--- src/rtl/alu_seq_core.sv ---
// alu_seq_core
// Sequential ALU core. Keeps NUM_CH up/down operand counters driven by debounced
// switch levels, picks any two counters as operands, and runs one operation per
// start request. MUL (shift-add) and DIV (restoring) iterate for WIDTH cycles;
// all other ops complete in one cycle. The result is held on a valid/ready handshake.
//
// Ports
//   clk_i        system clock
//   reset_i      asynchronous reset, active-high
//   up_i/down_i  debounced up/down levels, one bit per counter
//   sel_a_i/b_i  operand counter indices (out-of-range index reads as 0)
//   op_i         operation code
//   start_i      start request level, sampled each clock
//   busy_o       operation in progress
//   res_valid_o  result_o/flags_o valid
//   res_ready_i  consumer accepts the result
//   result_o     2*WIDTH result
//   flags_o      {divzero, carry/borrow, zero}
//   count_o      all counter values, channel 0 in the LSBs
module alu_seq_core #(
  parameter int WIDTH    = 8,
  parameter int NUM_CH   = 2,
  parameter int STEP     = 1,
  parameter int SATURATE = 0
) (
  input  logic                        clk_i,
  input  logic                        reset_i,
  input  logic [NUM_CH-1:0]           up_i,
  input  logic [NUM_CH-1:0]           down_i,
  input  logic [$clog2(NUM_CH)-1:0]   sel_a_i,
  input  logic [$clog2(NUM_CH)-1:0]   sel_b_i,
  input  logic [2:0]                  op_i,
  input  logic                        start_i,
  output logic                        busy_o,
  output logic                        res_valid_o,
  input  logic                        res_ready_i,
  output logic [2*WIDTH-1:0]          result_o,
  output logic [2:0]                  flags_o,
  output logic [NUM_CH*WIDTH-1:0]     count_o
);

  localparam int SEL_W = $clog2(NUM_CH);
  localparam int CW    = (WIDTH > 1) ? $clog2(WIDTH) : 1;

  localparam logic [2:0] OP_ADD = 3'b000;
  localparam logic [2:0] OP_SUB = 3'b001;
  localparam logic [2:0] OP_MUL = 3'b010;
  localparam logic [2:0] OP_DIV = 3'b011;
  localparam logic [2:0] OP_AND = 3'b100;
  localparam logic [2:0] OP_OR  = 3'b101;
  localparam logic [2:0] OP_XOR = 3'b110;

  typedef enum logic [1:0] {S_IDLE, S_EXEC, S_DONE} state_t;

  logic [NUM_CH-1:0][WIDTH-1:0] count_q, count_d;
  logic [NUM_CH-1:0]            up_prev_q, down_prev_q, up_rise, down_rise;
  state_t                       state_q, state_d;
  logic [WIDTH-1:0]             a_q, a_d, b_q, b_d, mplier_q, mplier_d;
  logic [2:0]                   op_q, op_d, flags_q, flags_d;
  logic [2*WIDTH-1:0]           acc_q, acc_d, mcand_q, mcand_d, result_q, result_d;
  logic [CW-1:0]                iter_q, iter_d;
  logic                         busy_q, busy_d, valid_q, valid_d;

  logic [WIDTH-1:0]   opnd_a, opnd_b, div_rem;
  logic [WIDTH:0]     sum_w, diff_w, div_top;
  logic               div_ge, iterative, launch;
  logic [2*WIDTH-1:0] mul_next, div_next, iter_next, single_res;
  logic               single_carry, single_divzero;

  function automatic logic [WIDTH-1:0] count_up(input logic [WIDTH-1:0] v);
    logic [WIDTH:0] sum;
    sum = {1'b0, v} + (WIDTH+1)'(STEP);
    if (SATURATE != 0 && sum[WIDTH]) return '1;
    return sum[WIDTH-1:0];
  endfunction

  function automatic logic [WIDTH-1:0] count_down(input logic [WIDTH-1:0] v);
    if (SATURATE != 0 && v < WIDTH'(STEP)) return '0;
    return v - WIDTH'(STEP);
  endfunction

  assign up_rise   = up_i & ~up_prev_q;
  assign down_rise = down_i & ~down_prev_q;

  // Counter update: a rising edge on exactly one of up/down moves the counter;
  // simultaneous edges cancel and a held level never re-counts.
  always_comb begin
    count_d = count_q;
    for (int k = 0; k < NUM_CH; k++) begin
      if (up_rise[k] && !down_rise[k]) count_d[k] = count_up(count_q[k]);
      else if (down_rise[k] && !up_rise[k]) count_d[k] = count_down(count_q[k]);
    end
  end

  // Operand selection; indices with no matching counter leave the operand at 0.
  always_comb begin
    opnd_a = '0;
    opnd_b = '0;
    for (int k = 0; k < NUM_CH; k++) begin
      if (sel_a_i == SEL_W'(k)) opnd_a = count_q[k];
      if (sel_b_i == SEL_W'(k)) opnd_b = count_q[k];
    end
  end

  // One iteration of shift-add multiply and restoring divide. For DIV, acc holds
  // {remainder, quotient}; the pair shifts left and the new quotient bit enters at bit 0.
  always_comb begin
    sum_w     = {1'b0, a_q} + {1'b0, b_q};
    diff_w    = {1'b0, a_q} - {1'b0, b_q};
    mul_next  = acc_q + (mplier_q[0] ? mcand_q : '0);
    div_top   = {acc_q[2*WIDTH-1:WIDTH], acc_q[WIDTH-1]};
    div_ge    = (div_top >= {1'b0, b_q});
    div_rem   = div_ge ? (div_top[WIDTH-1:0] - b_q) : div_top[WIDTH-1:0];
    div_next  = {div_rem, acc_q[WIDTH-2:0], div_ge};
    iter_next = (op_q == OP_MUL) ? mul_next : div_next;
    iterative = (op_q == OP_MUL) || (op_q == OP_DIV && b_q != '0);
  end

  // Single-cycle results, including the divide-by-zero shortcut.
  always_comb begin
    single_res     = {{WIDTH{1'b0}}, a_q};
    single_carry   = 1'b0;
    single_divzero = 1'b0;
    case (op_q)
      OP_ADD: begin
        single_res   = {{(WIDTH-1){1'b0}}, sum_w};
        single_carry = sum_w[WIDTH];
      end
      OP_SUB: begin
        single_res   = {{(WIDTH-1){diff_w[WIDTH]}}, diff_w};
        single_carry = diff_w[WIDTH];
      end
      OP_DIV: begin
        single_res     = {a_q, {WIDTH{1'b1}}};
        single_divzero = 1'b1;
      end
      OP_AND:  single_res = {{WIDTH{1'b0}}, a_q & b_q};
      OP_OR:   single_res = {{WIDTH{1'b0}}, a_q | b_q};
      OP_XOR:  single_res = {{WIDTH{1'b0}}, a_q ^ b_q};
      default: single_res = {{WIDTH{1'b0}}, a_q};
    endcase
  end

  // Start is honoured in IDLE and DONE; in DONE it wins over ready and discards the result.
  assign launch = start_i && (state_q != S_EXEC);

  // Control FSM next state; operands are captured at launch so counter
  // movement during EXEC cannot disturb a running operation.
  always_comb begin
    state_d  = state_q;
    a_d      = a_q;
    b_d      = b_q;
    op_d     = op_q;
    acc_d    = acc_q;
    mcand_d  = mcand_q;
    mplier_d = mplier_q;
    iter_d   = iter_q;
    result_d = result_q;
    flags_d  = flags_q;
    busy_d   = busy_q;
    valid_d  = valid_q;
    if (launch) begin
      a_d      = opnd_a;
      b_d      = opnd_b;
      op_d     = op_i;
      acc_d    = (op_i == OP_MUL) ? '0 : {{WIDTH{1'b0}}, opnd_a};
      mcand_d  = {{WIDTH{1'b0}}, opnd_a};
      mplier_d = opnd_b;
      iter_d   = '0;
      busy_d   = 1'b1;
      valid_d  = 1'b0;
      state_d  = S_EXEC;
    end else begin
      case (state_q)
        S_EXEC: begin
          if (iterative) begin
            acc_d    = iter_next;
            mcand_d  = mcand_q << 1;
            mplier_d = mplier_q >> 1;
            iter_d   = iter_q + 1'b1;
            if (iter_q == CW'(WIDTH-1)) begin
              result_d = iter_next;
              flags_d  = {2'b00, iter_next == '0};
              busy_d   = 1'b0;
              valid_d  = 1'b1;
              state_d  = S_DONE;
            end
          end else begin
            result_d = single_res;
            flags_d  = {single_divzero, single_carry, single_res == '0};
            busy_d   = 1'b0;
            valid_d  = 1'b1;
            state_d  = S_DONE;
          end
        end
        S_DONE: begin
          if (res_ready_i) begin
            valid_d = 1'b0;
            state_d = S_IDLE;
          end
        end
        default: state_d = S_IDLE;
      endcase
    end
  end

  // All state registers; reset clears everything immediately.
  always_ff @(posedge clk_i or posedge reset_i) begin
    if (reset_i) begin
      count_q     <= '0;
      up_prev_q   <= '0;
      down_prev_q <= '0;
      state_q     <= S_IDLE;
      a_q         <= '0;
      b_q         <= '0;
      op_q        <= '0;
      acc_q       <= '0;
      mcand_q     <= '0;
      mplier_q    <= '0;
      iter_q      <= '0;
      result_q    <= '0;
      flags_q     <= '0;
      busy_q      <= 1'b0;
      valid_q     <= 1'b0;
    end else begin
      count_q     <= count_d;
      up_prev_q   <= up_i;
      down_prev_q <= down_i;
      state_q     <= state_d;
      a_q         <= a_d;
      b_q         <= b_d;
      op_q        <= op_d;
      acc_q       <= acc_d;
      mcand_q     <= mcand_d;
      mplier_q    <= mplier_d;
      iter_q      <= iter_d;
      result_q    <= result_d;
      flags_q     <= flags_d;
      busy_q      <= busy_d;
      valid_q     <= valid_d;
    end
  end

  assign busy_o      = busy_q;
  assign res_valid_o = valid_q;
  assign result_o    = result_q;
  assign flags_o     = flags_q;
  assign count_o     = count_q;

endmodule

--- config.mk ---
export PLATFORM = sky130hd
export DESIGN_NAME = alu_seq_core
export DESIGN_NICKNAME = d
export VERILOG_FILES = /design/src/rtl/alu_seq_core.sv
export SDC_FILE = /design/constraint.sdc
export NUM_CORES = 1
export LEC_CHECK = 0
export ABC_AREA = 1
export CORE_UTILIZATION = 35
export DETAILED_ROUTE_END_ITERATION = 10
export GPL_TIMING_DRIVEN = 1
export SYNTH_ARGS = -nofsm -noshare
export SYNTH_HDL_FRONTEND = slang
export SYNTH_SLANG_ARGS = --single-unit
--- constraint.sdc ---
create_clock -name clk_i -period 7.4 [get_ports clk_i]
set_input_delay 1.48 -clock clk_i [delete_from_list [all_inputs] [get_ports clk_i]]
set_output_delay 1.48 -clock clk_i [all_outputs]
set_load 0.05 [all_outputs]
* Yosys cells after proc, flatten, opt, wreduce, memory -nomap -nowiden *
Cells that the tools add are included.

word-level totals
  logic and storage cells = 117
  bits in registers = 105

operators by class
  multiplexer cells = 43
  add/subtract/negate cells = 9
  equality and inequality tests = 15
  reduce and logical (&&, ||, !) cells = 25
  bitwise operators = 8
  $lt $le $gt $ge = 1

operators with widths
  cell                                                                 count
  16-bit 2-to-1 mux                                                    10
  16-bit case mux with 6 select lines                                  1
  8-bit 2-to-1 mux                                                     11
  16-bit zero test                                                     2
  16-bit adder                                                         1
  8-bit by 1-bit adder with 8-bit output (second input constant)       2
  8-bit by 1-bit subtractor with 8-bit output (second input constant)  2
  3-bit 2-to-1 mux                                                     5
  3-bit == test (second input constant)                                4
  8-bit by 8-bit adder with 9-bit output                               1
  3-bit by 2-bit == test with 1-bit output (second input constant)     3
  9-bit by 8-bit greater-or-equal comparator with 1-bit output         1
  1-bit 2-to-1 mux                                                     9
  8-bit by 8-bit subtractor with 9-bit output                          1
  8-bit bitwise AND                                                    1
  2-bit 2-to-1 mux                                                     4
  8-bit OR                                                             1
  2-bit nonzero test                                                   4
  8-bit nonzero test                                                   1
  8-bit subtractor                                                     1
  8-bit bitwise XOR                                                    1
  1-bit logical AND                                                    6
  2-bit AND reduction                                                  3
  3-bit AND reduction                                                  2
  17 further kinds                                                     24

* Longest topological paths before layout *
Gate-level depths: netlist (run 1).

  depth after elaboration = 6
  depth in mapped cells = 22
  depth with buffers taken out = 21

* Least setup slack after synthesis (run 1) *
OpenSTA, ideal clock, no wires.

  path kind = input port to flip-flop
  start point = input up_i[0]
  end point = register count_q (netlist bit count_o[7])
  path slack = 4.028 ns
  required time = 7.279 ns
  data arrival time = 3.250 ns
  stages = 17
  cell sequence = inv_1 > nor2_1 > ha_1 > inv_1 > ha_1 > a21oi_1 > nand2_1 > nand2_1 > nand2_1 > a21oi_1 > nor2_1 > nor2_1 > o21bai_1 > a21oi_1 > o21ai_0 > nand2_1 > nand2_1

on the way
  cells in the longest elaborated chain, start to end = 4

ends and longest elaborated chain
  element                       line  text
  start: declaration            28    input logic [NUM_CH-1:0] up_i,
  2-bit bitwise AND (*)         82    assign up_rise = up_i & ~up_prev_q;
  1-bit zero test               91    else if (down_rise[k] && !up_rise[k]) count_d[k] = count_down(count_q[k]);
  1-bit logical AND             91
  2-bit nonzero test (no line)  -
  end signal: assignment        226   count_q <= count_d;
  end: declaration              55    logic [NUM_CH-1:0][WIDTH-1:0] count_q, count_d;

Every way passes the cells marked *; elsewhere a longest branch is shown, timed or not.
A chain may end at the register's enable or synchronous reset.

* Worst setup path after layout (run 1) *
  start point = register op_q[1]
  end point = register acc_q[4]

on the way
  cells in the longest elaborated chain, start to end = 5

ends and longest elaborated chain
  element                                                          line      text
  start: declaration                                               59        logic [2:0] op_q, op_d, flags_q, flags_d;
  start signal: assignment                                         232       op_q <= op_d;
  3-bit by 2-bit == test with 1-bit output (on tied branches)      115, 116
  16-bit 2-to-1 mux / 1-bit logical AND (equally long branches)    115, 116
  16-bit 2-to-1 mux / 1-bit logical OR (equally long branches)     176, 116
  16-bit 2-to-1 mux / 2-bit nonzero test (equally long branches)   -
  16-bit 2-to-1 mux / 2-bit AND reduction (equally long branches)  -
  end signal: assignment                                           217       acc_q <= '0;
  end signal: assignment                                           233       acc_q <= acc_d;
  end: declaration                                                 60        logic [2*WIDTH-1:0] acc_q, acc_d, mcand_q, mcand_d, result_q, result_d;

Several ways; a longest one is shown, not always the timed one. The select of a mux whose other input is x is not followed.

==> results.sh, run 1 <==
export IMPL_via_per_inst=5.08
export IMPL_fin_util_pct=40.7
export IMPL_drive_above_1_share_pct=3.09
export IMPL_core_area_um2=22100
export IMPL_arrival_ns=4.03
export IMPL_path_clk_slew_ns=0.07
export IMPL_yosysTopAreaCell="dfrtp_1"
export IMPL_worstMarginPinSlew_ns=1.19
export IMPL_wl_per_cell_um=15.2
export IMPL_syn_area_per_cell_um2=6.88
export IMPL_fin_crit_ns=3.83
export IMPL_maxSlewViolCount=0
export IMPL_path_class="register to register"
export IMPL_synth_edf_count=0
export IMPL_antenna_found_initial=0
export IMPL_grt_pass1_wl_um=36900
export IMPL_crit_required_ns=7.60
export IMPL_fin_cells=1477
export IMPL_dr_first_iter_drc_count=471
export IMPL_ys_ff_latch=105
export IMPL_clk_path_buf_depth=2
export IMPL_synth_cell_type_count=41
export IMPL_ys_seq_area_share_pct=32.9
export IMPL_fillCellCount=2303
export IMPL_die_h_um=153
export IMPL_drv_cap=0
export IMPL_globalplace_congestion=0.922
export IMPL_dpl_cell_count=1461
export IMPL_cts_buffers=9
export IMPL_synth_warnings=0
export IMPL_via_count=7499
export IMPL_clk_latency_ns=0.37
export IMPL_cp_max_fo=56
export IMPL_dieArea_um2=23400
export IMPL_diodes=0
export IMPL_syn_area_um2=7990
export IMPL_ff_latch_area_um2=2630
export IMPL_ctsResizeCount=0
export IMPL_grt_ovfl_total=0
export IMPL_fin_worst_skew_ns=0.0125
export IMPL_port_buffers=49
export IMPL_startpoint_type="register"
export IMPL_peakVddDrop_mv=0.262
export IMPL_finalWirelength_um=22400
export IMPL_clockRootBuffer="clkbuf_16"
export IMPL_timing_fmax_ghz=0.261
export IMPL_start_util_pct=36.2
export IMPL_rsz0062_at_grt="no"
export IMPL_setup_tns_ns=0
export IMPL_setup_violations=0
export IMPL_ant_nets=0
export IMPL_power_leakage_nw=4.60
export IMPL_layout_common_cells="nand2_1, inv_1, dfrtp_1, o21ai_0, nor2_1"
export IMPL_hold_violations=0
export IMPL_syn_nets=1246
export IMPL_netlist_instances=1161
export IMPL_synth_area_leaders="dfrtp_1, nand2_1, ha_1"
export IMPL_power_density_nw_per_um2=514
export IMPL_cts_sinks=105
export IMPL_firstDrtPassIters=5
export IMPL_rows=54
export IMPL_grtUsageTotal_pct=19.9
export IMPL_grt_pass1_vias=7091
export IMPL_die_x_um=153
export IMPL_htreeDepth=3
export IMPL_status="finished, final reports clean"
export IMPL_fin_crit_sh_pct=51.8
export IMPL_areaGrowthSynthToFinish_pct=12.6
export IMPL_endpoint_kind="register"
export IMPL_final_common_cell="nand2_1"
export IMPL_grt_max_degree=73
export IMPL_async_reset_ff_share_pct=100
export IMPL_place_hpwl_um=17300
export IMPL_ioPinCount=50
export IMPL_cts_setup_buffers=0
export IMPL_nNetsFinal=1277
export IMPL_hp_class="register to register"
export IMPL_cts_tree="built"
export IMPL_multi_input_area_um2=4550
export IMPL_synth_flop_cell="dfrtp_1"
export IMPL_synth_top_area_share_pct=32.9
export IMPL_ctsHoldBuffers=0
export IMPL_drc=0
export IMPL_relSlewSlack_pct=20.2
[registers in the layout (all words and copies together) (netlist names), 3 cells and up]
register,flops
acc_q,16
count_o,16
mcand_q,16
result_o,16
a_q,8
b_q,8
mplier_q,8
flags_o,3
iter_q,3
op_q,3
[stage by stage]
stage	hold WS (ns)	setup slack, ns	total power (W)	cell area (µm²)
final	0.484	3.57	0.00462	9000
after global routing	0.506	3.20	0.00507	9000
after CTS	0.492	3.56	0.00462	9000
after detailed placement	0.474	3.36	0.00409	8690
after global placement	0.462	3.41	0.00408	8690
after floorplan	0.442	3.16	0.00327	7990
[path summary, 6_finish.rpt]
check / startpoint / to / slack [ns] / cells past startpoint
max: op_q[1] / acc_q[4] / 3.57 / 9
min: mplier_q[7] / mplier_q[7] / 0.48 / 2
max reg2reg: op_q[1] / acc_q[4] / 3.57 / 9
min reg2reg: mplier_q[7] / mplier_q[7] / 0.48 / 2
max in group asynchronous: reset_i / mplier_q[5] / 4.61 / 3
min in group asynchronous: reset_i / mcand_q[14] / 1.48 / 2
[where the power goes]
group	total [W]	switching, W	internal, W
Sequential	0.00105	0.000239	0.000807
Clock	0.000507	0.000233	0.000274
Combinational	0.00307	0.00208	0.000991
[worst max-delay path, stage by stage, from the launching register on]
cell,delay [ns]
dfrtp_1,0.53
inv_2,0.12
nor3_4,0.62
inv_2,0.36
o21ai_4,0.31
inv_2,0.32
nor2_4,0.32
nor2_2,0.18
inv_2,0.68
o21ai_0,0.19
[synth_stat cells (all sizes together) (2+ instances only)]
cell    instances
o211ai          4
nand3          92
nor3            7
and2            2
clkbuf         18
nand4          15
nor2          106
inv           174
a22o            6
nand2         317
o21ai         107
o22ai          27
xor2            6
nand3b          2
a31oi          11
xnor2           3
a21oi          56
or2             4
ha             66
dfrtp         105
fa              6
o31ai           3
buf            13
o21bai          5
[kinds of logic (layout without fill, tap and decap cells)]
group	after synthesis	after routing	synth area share [%]
compound gates	223	223	15.7
xor+xnor	9	9	0.986
fa+ha+maj	72	72	11.8
buf+inv	206	242	10.3
flops	105	105	32.9
simple gates	546	546	28.4
[final cells by class]
| type | count | area share [%] |
|---|---|---|
| clock buffer | 11 | 2.70 |
| inverter | 175 | 7.33 |
| tap | 280 | 3.89 |
| sequential | 105 | 29.2 |
| clock inverter | 5 | 0.695 |
| timing repair buffer | 51 | 5.62 |
| multi-input combinational | 850 | 50.6 |
[metal layers]
metal / track usage (%) / vias to the layer above / wire [µm]
met5: 0 / - / 0
met4: 7.74 / 0 / 576
met3: 2.35 / 35 / 944
met2: 31.7 / 167 / 9970
met1: 27.5 / 3460 / 11000
li1: - / 3837 / -
No activity file was read; power rests on OpenSTA's default activity.
==> inputs of run 2 (changes only) <==
==> constraint.sdc (replaced) <==
create_clock -name clk_i -period 3.5 [get_ports clk_i]
set_input_delay 0.7 -clock clk_i [delete_from_list [all_inputs] [get_ports clk_i]]
set_output_delay 0.7 -clock clk_i [all_outputs]
set_load 0.05 [all_outputs]
==> run 2 against run 1 <==
Net effect:
- sequential power grew 110%
- clock power grew 110%
- setup slack lost 2.9 ns
- total power grew 110%
- largest power group unchanged
- highest routed layer unchanged
==> results.sh, run 2 (same netlist as run 1, synthesis figures left out) <==
export IMPL_dpl_cell_count=1473
export IMPL_cts_setup_buffers=0
export IMPL_htreeDepth=3
export IMPL_cts_buffers=9
export IMPL_final_area_um2=9100
export IMPL_fin_cells=1489
export IMPL_startpoint_type="register"
export IMPL_cp_max_fo=17
export IMPL_die_x_um=153
export IMPL_rsz0062_at_grt="no"
export IMPL_antenna_found_initial=0
export IMPL_globalplace_congestion=0.903
export IMPL_areaGrowthSynthToFinish_pct=13.9
export IMPL_grt_ovfl_total=0
export IMPL_ctsHoldBuffers=0
export IMPL_place_hpwl_um=17300
export IMPL_drc=0
export IMPL_path_clk_slew_ns=0.07
export IMPL_comb_power_share_pct=66.8
export IMPL_grtUsageTotal_pct=20.0
export IMPL_worstPathCellList="nand2_1 -> inv_1 -> ha_1 -> inv_1 -> fa_1 -> inv_1 -> nand3_1 -> nand2_1 -> nand2_1 -> nand3_1 -> nand3_1 -> nand2_1 -> nand3_1 -> nor2_1 -> nand2_1 -> nor2_1 -> nand2_1 -> nand2_1 -> nand2_1 -> nand2_1"
export IMPL_clk_path_buf_depth=2
export IMPL_critical_path_slowest_cell="dfrtp_1"
export IMPL_wl_per_cell_um=15.0
export IMPL_regToRegSetupSlack_ns=0.66
export IMPL_intPower_w=0.00443
export IMPL_timing_final_ws_setup_ns=0.661
export IMPL_firstDrtPassIters=5
export IMPL_switching_share_pct=55.1
export IMPL_p_seq_share_pct=22.4
export IMPL_switchingPower_w=0.00544
export IMPL_power_leakage_nw=4.66
export IMPL_fin_crit_sh_pct=81.1
export IMPL_diodes=0
export IMPL_finalWirelength_um=22400
export IMPL_grt_pass1_vias=7291
export IMPL_via_count=7526
export IMPL_power_density_nw_per_um2=1080
export IMPL_status="finished, final reports clean"
export IMPL_multi_input_area_um2=4550
export IMPL_timing_fmax_ghz=0.352
export IMPL_path_class="register to register"
export IMPL_clkPwrFrac_pct=10.7
export IMPL_ant_nets=0
export IMPL_die_h_um=153
export IMPL_cpMostUsedCell="nand2_1"
export IMPL_worstMarginPinSlew_ns=0.693
export IMPL_grt_max_degree=57
export IMPL_cpPeakStageDelay_ns=0.72
export IMPL_setup_violations=0
export IMPL_crit_required_ns=3.80
export IMPL_fin_crit_ns=2.84
export IMPL_grt_pass1_wl_um=37500
export IMPL_core_area_um2=22100
export IMPL_dieArea_um2=23400
export IMPL_clk_latency_ns=0.36
export IMPL_relSlewSlack_pct=53.8
export IMPL_ioPinCount=50
export IMPL_pre_cts_ws_ns=0.307
export IMPL_start_util_pct=36.2
export IMPL_fin_worst_skew_ns=0.0126
export IMPL_arrival_ns=3.14
export IMPL_cts_sinks=105
export IMPL_power_w=0.00986
export IMPL_dr_first_iter_drc_count=555
export IMPL_final_common_cell="nand2_1"
export IMPL_cts_tree="built"
export IMPL_rows=54
export IMPL_port_buffers=49
export IMPL_ctsResizeCount=0
export IMPL_maxSlewViolCount=0
export IMPL_clockRootBuffer="clkbuf_16"
export IMPL_drv_cap=0
export IMPL_ff_latch_area_um2=2630
export IMPL_fillCellCount=2305
export IMPL_via_per_inst=5.05
export IMPL_layout_common_cells="nand2_1, inv_1, dfrtp_1, o21ai_0, nor2_1"
export IMPL_endpoint_kind="register"
export IMPL_drive_above_1_share_pct=4.05
export IMPL_hold_violations=0
export IMPL_nNetsFinal=1289
export IMPL_peakVddDrop_mv=0.639
export IMPL_hp_class="register to register"
export IMPL_setup_tns_ns=0
export IMPL_place_area_um2=8800
[run 2: power groups by stage]
stage | Clock, W | Sequential, W | Combinational, W
after floorplan | 0 | 0.00277 | 0.00415
after global placement | 0 | 0.00222 | 0.00650
after detailed placement | 0 | 0.00223 | 0.00652
after CTS | 0.00108 | 0.00221 | 0.00656
after global routing | 0.00114 | 0.00229 | 0.00740
final | 0.00106 | 0.00221 | 0.00659
[run 2: stage by stage]
step	hold slack [ns]	util, %
2_1_floorplan	0.442	-
3_3_place_gp	0.462	39.8
3_5_place_dp	0.470	39.8
4_1_cts	0.487	41.2
5_1_grt	0.514	41.2
6_report	0.481	41.2
[run 2: layer usage]
| metal | vias to the layer above | track usage (%) | routed length [µm] |
|---|---|---|---|
| met5 | - | 0 | 0 |
| met4 | 0 | 6.25 | 550 |
| met3 | 31 | 2.69 | 1080 |
| met2 | 197 | 32.1 | 9870 |
| met1 | 3428 | 27.9 | 10900 |
| li1 | 3870 | - | - |
[run 2: final cells by class]
class / instances / area share [%]
inverters: 175 / 7.24
flip-flops and latches: 105 / 28.9
multi-input cells: 850 / 50.0
repair buffers: 63 / 6.68
well taps: 280 / 3.85
clock inverters: 6 / 0.825
clock buffers: 10 / 2.52
[run 2: final timing paths]
check,startpoint,endpoint,cells after the start
setup / recovery,mplier_q[0],flags_o[0],20
hold / removal,flags_o[1],flags_o[1],1
setup reg to reg,mplier_q[0],flags_o[0],20
hold reg to reg,flags_o[1],flags_o[1],1
max in group asynchronous,reset_i,result_o[0],3
min in group asynchronous,reset_i,mcand_q[13],2
[run 2: worst max-delay path: cells and delay by family (launching register included)]
| family | cells | cell delay (ns) |
|---|---|---|
| AND/OR/NAND/NOR | 15 | 1.27 |
| buffers and inverters | 3 | 0.23 |
| adder cells (fa/ha/maj) | 2 | 0.54 |
| flip-flops | 1 | 0.72 |
